===== src/rtl/game_round_sequencer.sv =====
// Round/game controller for the collisions ball datapath: serve delay, lives, speed and scores.
// Latency: Moore outputs decode the state register; counters and scores update one edge after the event.
// Backpressure: none; start is edge-detected, lose is level-sampled, and the block never stalls.
//
// Ports:
//   clk          system clock
//   reset        asynchronous active-low reset
//   start        start button level (rising edge detected internally)
//   lose         collisions lose flag, sticky until ball_reset
//   score        collisions current-round hit count
//   ball_reset   active-high reset into collisions (high whenever not in PLAY)
//   sw_speed     ball speed select into collisions, 0 = slowest
//   play_en      paddle movement enable
//   lives        balls remaining in the current game
//   high_score   best single-round score since reset
//   total_score  sum of round scores this game, saturating at 1023
//   game_over    high while in GAME_OVER
//   state_o      debug state code: IDLE=0 SERVE=1 PLAY=2 MISS=3 GAME_OVER=4
module game_round_sequencer #(
  parameter int LIVES       = 3,
  parameter int SERVE_DELAY = 50000000,
  parameter int SPEED_STEP  = 5
) (
  input  logic       clk,
  input  logic       reset,
  input  logic       start,
  input  logic       lose,
  input  logic [7:0] score,
  output logic       ball_reset,
  output logic [1:0] sw_speed,
  output logic       play_en,
  output logic [2:0] lives,
  output logic [7:0] high_score,
  output logic [9:0] total_score,
  output logic       game_over,
  output logic [2:0] state_o
);

  localparam int              CNT_W      = (SERVE_DELAY > 1) ? $clog2(SERVE_DELAY) : 1;
  localparam logic [CNT_W-1:0] CNT_LOAD  = CNT_W'(SERVE_DELAY - 1);
  localparam logic [2:0]      LIVES_INIT = 3'(LIVES);

  // Speed thresholds kept 32 bits wide so large SPEED_STEP values cannot wrap.
  localparam logic [31:0] TH1 = 32'(SPEED_STEP);
  localparam logic [31:0] TH2 = 32'(2 * SPEED_STEP);
  localparam logic [31:0] TH3 = 32'(3 * SPEED_STEP);

  typedef enum logic [2:0] {
    ST_IDLE  = 3'd0,
    ST_SERVE = 3'd1,
    ST_PLAY  = 3'd2,
    ST_MISS  = 3'd3,
    ST_OVER  = 3'd4
  } state_t;

  state_t           state_q, state_d;
  logic [CNT_W-1:0] cnt_q, cnt_d;
  logic [2:0]       lives_q, lives_d;
  logic [7:0]       high_q, high_d;
  logic [9:0]       total_q, total_d;
  logic [1:0]       speed_q, speed_d;
  logic             start_q, start_d;

  logic             start_rise;
  logic [10:0]      total_sum;
  logic [9:0]       total_sat;
  logic [31:0]      score_ext;
  logic [1:0]       speed_lvl;

  always_comb begin
    start_rise = start & ~start_q;
    start_d    = start;

    // One extra bit catches overflow past 1023.
    total_sum = {1'b0, total_q} + {3'b000, score};
    total_sat = total_sum[10] ? 10'h3FF : total_sum[9:0];

    score_ext = {24'd0, score};
    if (score_ext < TH1) begin
      speed_lvl = 2'd0;
    end else if (score_ext < TH2) begin
      speed_lvl = 2'd1;
    end else if (score_ext < TH3) begin
      speed_lvl = 2'd2;
    end else begin
      speed_lvl = 2'd3;
    end
  end

  always_comb begin
    state_d = state_q;
    cnt_d   = cnt_q;
    lives_d = lives_q;
    high_d  = high_q;
    total_d = total_q;
    speed_d = speed_q;

    case (state_q)
      ST_IDLE: begin
        if (start_rise) begin
          state_d = ST_SERVE;
          cnt_d   = CNT_LOAD;
          lives_d = LIVES_INIT;
          total_d = '0;
          speed_d = '0;
        end
      end

      ST_SERVE: begin
        // Loaded with SERVE_DELAY-1, so SERVE lasts exactly SERVE_DELAY cycles.
        if (cnt_q == '0) begin
          state_d = ST_PLAY;
        end else begin
          cnt_d = cnt_q - 1'b1;
        end
      end

      ST_PLAY: begin
        speed_d = speed_lvl;
        // start is deliberately not looked at here, so lose always wins.
        if (lose) begin
          state_d = ST_MISS;
        end
      end

      ST_MISS: begin
        // collisions clears score on this same edge, so score is still the round value.
        total_d = total_sat;
        if (score > high_q) begin
          high_d = score;
        end
        lives_d = lives_q - 3'd1;
        speed_d = '0;
        if (lives_q == 3'd1) begin
          state_d = ST_OVER;
        end else begin
          state_d = ST_SERVE;
          cnt_d   = CNT_LOAD;
        end
      end

      ST_OVER: begin
        if (start_rise) begin
          state_d = ST_SERVE;
          cnt_d   = CNT_LOAD;
          lives_d = LIVES_INIT;
          total_d = '0;
          speed_d = '0;
        end
      end

      default: begin
        state_d = ST_IDLE;
      end
    endcase
  end

  always_ff @(posedge clk or negedge reset) begin
    if (!reset) begin
      state_q <= ST_IDLE;
      cnt_q   <= '0;
      lives_q <= LIVES_INIT;
      high_q  <= '0;
      total_q <= '0;
      speed_q <= '0;
      start_q <= 1'b0;
    end else begin
      state_q <= state_d;
      cnt_q   <= cnt_d;
      lives_q <= lives_d;
      high_q  <= high_d;
      total_q <= total_d;
      speed_q <= speed_d;
      start_q <= start_d;
    end
  end

  // Decoded from the state register only, so reset drives ball_reset high immediately.
  assign ball_reset  = (state_q != ST_PLAY);
  assign play_en     = (state_q == ST_PLAY);
  assign game_over   = (state_q == ST_OVER);
  assign state_o     = state_q;
  assign sw_speed    = speed_q;
  assign lives       = lives_q;
  assign high_score  = high_q;
  assign total_score = total_q;

endmodule

===== config.mk =====
export PLATFORM = sky130hd
export DESIGN_NAME = game_round_sequencer
export DESIGN_NICKNAME = d
export VERILOG_FILES = /design/src/rtl/game_round_sequencer.sv
export SDC_FILE = /design/constraint.sdc
export NUM_CORES = 1
export LEC_CHECK = 0
export CAP_MARGIN = 30
export CORE_ASPECT_RATIO = 0.7
export CORE_MARGIN = 2
export CORE_UTILIZATION = 55
export CTS_CLUSTER_SIZE = 16
export DETAILED_ROUTE_END_ITERATION = 8
export PLACE_DENSITY = 0.79
export SKIP_CTS_REPAIR_TIMING = 1
export SYNTH_ARGS = -nofsm -noshare
export SYNTH_HDL_FRONTEND = slang
export SYNTH_SLANG_ARGS = --single-unit
export TNS_END_PERCENT = 5

===== constraint.sdc =====
create_clock -name clk -period 3.5 [get_ports clk]
set_input_delay 0.35 -clock clk [delete_from_list [all_inputs] [get_ports clk]]
set_output_delay 0.35 -clock clk [all_outputs]
set_load 0.05 [all_outputs]

* Word-level counts from Yosys, hierarchy flattened
Index checks and enable logic that the tools add are counted.
Operators by class: add/sub/neg operators 3, $lt $le $gt $ge 4, equality and inequality tests 11, muxes and demuxes 19, bitwise operators 2, reductions and logical operators 11
Operators by type and width (count):
- $mux W26 | 3
- $pmux W26 S3 | 1
- $logic_not A26 Y1 | 1
- $sub A26 B1 Y26 const B | 1
- $mux W10 | 2
- $pmux W10 S2 | 1
- $lt A8 B4 Y1 const B | 2
- $mux W3 | 5
- $pmux W3 S4 | 1
- $add A10 B8 Y11 | 1
- $gt A8 B8 Y1 | 1
- $lt A8 B3 Y1 const B | 1
- $ne A2 B2 Y1 const B | 4
- $eq A3 B1 Y1 const B | 2
- $eq A3 B2 Y1 const B | 2
- $mux W2 | 3
- $pmux W2 S3 | 1
- $pmux W3 S2 | 1
- $reduce_and A2 Y1 | 3
- $reduce_bool A3 Y1 | 2
- $reduce_and A4 Y1 | 1
- $eq A3 B3 Y1 const B | 1
- $logic_not A3 Y1 | 1
- $ne A3 B2 Y1 const B | 1
- 8 further kinds | 8
Word-level totals: register bits after elaboration 53, input port bits 12, output and inout bits 29, logic and storage cells 57

* Logic depth before layout (Yosys ltp)
depth after elaboration 5, depth in mapped cells 9, gate-level depth less buffers 8

* Least setup slack after synthesis
No wires, ideal clock.
path type flip-flop to output port, start point register state_q[1], in the netlist state_o[1], end point output ball_reset, arrival 2.150 ns, data required time 3.150 ns, slack 1.000 ns, stages on the path, launching flop included 4, buffers on the path 0, path through dfrtp_1 > nand2b_1 > nor2_1 > inv_1
On the way: longest elaborated chain between the ends 1
Ends and longest elaborated chain:
- start: declaration | RTL line 56 | state_t state_q, state_d;
- start signal: assignment | RTL line 168 | state_q <= state_d;
- $ne A3 B2 Y1 | RTL line 179 | assign ball_reset = (state_q != ST_PLAY);
- end: declaration | RTL line 29 | output logic ball_reset,
No other way between the ends.

* Final worst setup path
start point input score[1], end point register high_q[5], in the netlist high_score[5]
On the way: longest elaborated chain between the ends 2
Ends and longest elaborated chain:
- start: declaration | RTL line 28 | input logic [7:0] score,
- $gt A8 B8 Y1 | RTL line 129 | if (score > high_q) begin
- $reduce_and A2 Y1 (no line)
- end signal: assignment | RTL line 171 | high_q <= high_d;
- end: declaration | RTL line 59 | logic [7:0] high_q, high_d;
No other way between the ends. A chain may end at the register's enable or synchronous reset.

==> impl_metrics.xml <==
<?xml version="1.0" encoding="UTF-8"?>
<metrics>
  <group name="cells_and_area">
    <metric name="multiInputGateArea" unit="sq um">1820</metric>
    <metric name="layout_common_cells" unit="">51 x sky130_fd_sc_hd__dfrtp_1, 39 x sky130_fd_sc_hd__clkdlybuf4s50_1, 31 x sky130_fd_sc_hd__nand2_1</metric>
    <metric name="num_antenna_cells" unit="">0</metric>
    <metric name="stdcell_count" unit="">468</metric>
    <metric name="mostFrequentLayoutCell" unit="">sky130_fd_sc_hd__dfrtp_1</metric>
    <metric name="nFillCells" unit="">445</metric>
    <metric name="layout_stage_area_growth_over_the_synthesis_result" unit="%">17.7</metric>
    <metric name="finalNetCount" unit="">424</metric>
    <metric name="drive_above_1_share" unit="">0.0865</metric>
    <metric name="sequential_cell_area" unit="sq um">1330</metric>
  </group>
  <group name="route">
    <metric name="wl_per_cell" unit="um">16.4</metric>
    <metric name="drt-vias-per-instance" unit="">5.96</metric>
    <metric name="route.detailed.drc" unit="">0</metric>
    <metric name="routed-via-count" unit="">2788</metric>
    <metric name="dr.first_iter.drc_count" unit="">298</metric>
    <metric name="drt.antenna.violating_nets" unit="">0</metric>
    <metric name="wire_length_reported_by_the_detailed_router" unit="um">7680</metric>
    <metric name="drt_pre_antenna_iters" unit="">5</metric>
  </group>
  <group name="floorplanning">
    <metric name="placeableCoreArea" unit="sq um">5730</metric>
    <metric name="floorplan.initialDensity" unit="">0.570</metric>
    <metric name="io-pin-count" unit="">41</metric>
    <metric name="die_x" unit="um">96.1</metric>
    <metric name="rows" unit="">23</metric>
    <metric name="die_height" unit="um">68.5</metric>
    <metric name="floorplan.die_area" unit="sq um">6580</metric>
  </group>
  <group name="place">
    <metric name="gp_routability_congestion" unit="">0.922</metric>
    <metric name="dpl.hpwl" unit="um">5790</metric>
    <metric name="port_buffers" unit="">40</metric>
    <metric name="place.detailed.instances" unit="">460</metric>
    <metric name="pre_cts_slack" unit="ns">0.430</metric>
  </group>
  <group name="yosys">
    <metric name="average_size_of_a_mapped_cell" unit="sq um">9.25</metric>
    <metric name="mappedNetlistNets" unit="">385</metric>
    <metric name="ys_seq_elements" unit="">53</metric>
    <metric name="postSynth.asyncResetShare" unit="">1.00</metric>
    <metric name="synthesis.area" unit="sq um">3270</metric>
    <metric name="synthFlopType" unit="">sky130_fd_sc_hd__dfrtp_1</metric>
    <metric name="synth-edff-count" unit="">0</metric>
    <metric name="post_synth_inst_count" unit="">353</metric>
    <metric name="synth_seq_area_share" unit="">0.407</metric>
    <metric name="synth.distinct_cells" unit="">61</metric>
    <metric name="yosysWarningCount" unit="">0</metric>
  </group>
  <group name="timing">
    <metric name="slew_headroom" unit="">0.434</metric>
    <metric name="worst_hold_slack" unit="ns">0.123</metric>
    <metric name="maxClockFrequency" unit="GHz">0.358</metric>
    <metric name="postLayoutSetupSlackWorst" unit="ns">0.705</metric>
    <metric name="fin_crit_sh" unit="">0.798</metric>
    <metric name="timing.clock.skew" unit="ns">0.0122</metric>
    <metric name="finalHoldViolCount" unit="">0</metric>
    <metric name="worst_pin_slew" unit="ns">0.842</metric>
    <metric name="fin_crit" unit="ns">2.79</metric>
    <metric name="final-max-slew-violation-count" unit="">0</metric>
    <metric name="finalSetupViolations" unit="">0</metric>
    <metric name="setup_total_negative_slack" unit="ns">0</metric>
    <metric name="rsz0062_at_grt" unit="">false</metric>
  </group>
  <group name="worst_setup_path">
    <metric name="critical_path_arrival" unit="ns">3.00</metric>
    <metric name="worstReg2RegStart" unit="">state_o[1]</metric>
    <metric name="worst_reg2reg_setup_slack" unit="ns">0.80</metric>
    <metric name="worstPathRequired" unit="ns">3.70</metric>
    <metric name="critical_path.endpoint" unit="">high_score[5]</metric>
    <metric name="timing.critical_path.from" unit="">score[1]</metric>
    <metric name="crit_slowest_cell" unit="">sky130_fd_sc_hd__o31ai_2</metric>
    <metric name="critPathKind" unit="">in -&gt; reg</metric>
    <metric name="worst-r2r-cell-count" unit="">6</metric>
    <metric name="cp-start-kind" unit="">primary input</metric>
    <metric name="critical_path.max_fanout" unit="">8</metric>
    <metric name="critical_path.max_stage_delay" unit="ns">0.68</metric>
    <metric name="kind_of_end_point_of_the_critical_path" unit="">flop</metric>
    <metric name="critical_path.reg2reg.endpoint" unit="">cnt_q[13]</metric>
    <metric name="path_cells" unit="">clkdlybuf4s50_1 -&gt; ha_1 -&gt; nor2b_1 -&gt; o21a_1 -&gt; o21ai_0 -&gt; a21oi_1 -&gt; o31ai_2 -&gt; mux2_2</metric>
  </group>
  <group name="pwr">
    <metric name="power_switching_share" unit="">0.290</metric>
    <metric name="power.leakage" unit="nW">1.57</metric>
    <metric name="power" unit="W">0.00131</metric>
    <metric name="cellInternalPower" unit="W">0.000932</metric>
    <metric name="clkPwrFrac" unit="">0.325</metric>
    <metric name="power.sequential.fraction" unit="">0.510</metric>
    <metric name="p_per_area" unit="nW/um^2">341</metric>
    <metric name="power.ir.vdd_worst" unit="mV">0.214</metric>
    <metric name="combinationalPowerShare" unit="">0.165</metric>
    <metric name="total_switching_power" unit="W">0.000380</metric>
  </group>
  <group name="grt">
    <metric name="via_count_of_the_first_global_routing_pass" unit="">2517</metric>
    <metric name="initial_antenna_violation_count" unit="">0</metric>
    <metric name="global_route_usage_sum" unit="">0.260</metric>
    <metric name="grt_max_degree" unit="">39</metric>
    <metric name="global_route_wire_length_before_repair" unit="um">12900</metric>
    <metric name="grt.overflow.total" unit="">0</metric>
  </group>
  <group name="cts">
    <metric name="tritoncts" unit="">done</metric>
    <metric name="tritoncts.num_buffers" unit="">5</metric>
    <metric name="clock_tree.root_cell" unit="">sky130_fd_sc_hd__clkbuf_8</metric>
    <metric name="clk_pin_slew" unit="ns">0.10</metric>
    <metric name="clkLatencyLatePin" unit="ns">0.32</metric>
    <metric name="clockBufferDepth" unit="">2</metric>
    <metric name="sink_count" unit="">53</metric>
    <metric name="htree_num_levels" unit="">2</metric>
  </group>
  <group name="flow_run">
    <metric name="number_of_max_capacitance_violations_reported" unit="">0</metric>
  </group>
  <group name="status">
    <metric name="result_of_the_run" unit="">finished, final reports clean</metric>
  </group>
  <group name="hold_path">
    <metric name="timing.hold.worst.class" unit="">in -&gt; async</metric>
  </group>
</metrics>
[metrics by stage]
| stage | utilization | instance area, sq um |
|---|---|---|
| 5_1_grt | 0.672 | 3850 |
| 6_report | 0.672 | 3850 |
| 3_3_place_gp | 0.652 | 3730 |
| 4_1_cts | 0.672 | 3850 |
| 2_1_floorplan | - | 3270 |
| 3_5_place_dp | 0.652 | 3730 |
[flip-flops by register name, indices dropped and copies added (netlist names)]
signal	count
cnt_q	26
high_score	8
lives	3
start_q	1
state_o	3
sw_speed	2
total_score	10
[metal layers]
metal / part of all wire / GRT usage
met4: 0.0057 / 0.0571
met5: 0 / 0
met2: 0.39 / 0.344
met3: 0.078 / 0.0441
met1: 0.52 / 0.431
[power groups by stage]
stage / registers (W) / clock network (W) / logic, W
final: 0.000670 / 0.000426 / 0.000216
after global routing: 0.000676 / 0.000465 / 0.000243
after CTS: 0.000669 / 0.000437 / 0.000214
after detailed placement: 0.000681 / 0 / 0.000214
after global placement: 0.000680 / 0 / 0.000209
after floorplan: 0.000680 / 0 / 0.000133
[cells by family (layout without fill, tap and decap cells)]
family	Yosys count	after routing	share of synthesized area
XOR/XNOR	14	14	0.0375
buffers and inverters	29	69	0.0352
multiplexers	9	9	0.0303
AND/OR/NAND/NOR	137	137	0.220
adder cells (fa/ha/maj)	21	21	0.0820
AO/OA/AOI/OAI	90	90	0.188
flip-flops	53	53	0.407
[layout make-up]
class	instances	share of cell area
Clock inverter	3	0.0120
Sequential cell	53	0.345
Timing Repair Buffer	43	0.109
Clock buffer	5	0.0179
Multi-Input combinational cell	271	0.474
Inverter	18	0.0176
Tap cell	75	0.0244
[synthesized netlist by cell type, types with 4 or more instances]
| cell type | n | area [sq um] |
|---|---|---|
| sky130_fd_sc_hd__nor2b_1 | 5 | 31.3 |
| sky130_fd_sc_hd__buf_2 | 5 | 25.0 |
| sky130_fd_sc_hd__nand2_1 | 31 | 116 |
| sky130_fd_sc_hd__o21ai_0 | 23 | 115 |
| sky130_fd_sc_hd__clkbuf_1 | 6 | 22.5 |
| sky130_fd_sc_hd__o21a_1 | 6 | 45.0 |
| sky130_fd_sc_hd__or3_1 | 5 | 31.3 |
| sky130_fd_sc_hd__xnor2_1 | 9 | 78.8 |
| sky130_fd_sc_hd__nand4_1 | 4 | 25.0 |
| sky130_fd_sc_hd__nor3_1 | 15 | 75.1 |
| sky130_fd_sc_hd__nand3_1 | 12 | 60.1 |
| sky130_fd_sc_hd__a21oi_1 | 21 | 105 |
| sky130_fd_sc_hd__nand2b_1 | 9 | 56.3 |
| sky130_fd_sc_hd__inv_1 | 18 | 67.6 |
| sky130_fd_sc_hd__nor2_1 | 29 | 109 |
| sky130_fd_sc_hd__o31ai_1 | 6 | 45.0 |
| sky130_fd_sc_hd__nor4_1 | 7 | 43.8 |
| sky130_fd_sc_hd__ha_1 | 19 | 238 |
| sky130_fd_sc_hd__xor2_1 | 5 | 43.8 |
| sky130_fd_sc_hd__or4_1 | 4 | 30.0 |
| sky130_fd_sc_hd__o211ai_1 | 4 | 30.0 |
| sky130_fd_sc_hd__mux2_2 | 7 | 78.8 |
| sky130_fd_sc_hd__dfrtp_1 | 51 | 1280 |
[worst min path at each step]
stage                         start        end  cells past startpoint
after floorplan               reset   cnt_q[0]                      0
after global placement    cnt_q[15]  cnt_q[15]                      1
after detailed placement  cnt_q[15]  cnt_q[15]                      1
after CTS                     reset  cnt_q[15]                      1
after global routing          reset   cnt_q[9]                      1
final                         reset  cnt_q[15]                      1
[critical path: cells and delay by family]
family / cells / cell delay [ns]
simple gates: 1 / 0.15
fa+ha+maj: 1 / 0.32
compound gates: 4 / 1.10
buf+inv: 1 / 0.67
mux: 1 / 0.42
Note: power is estimated with default switching activity, not from simulation.
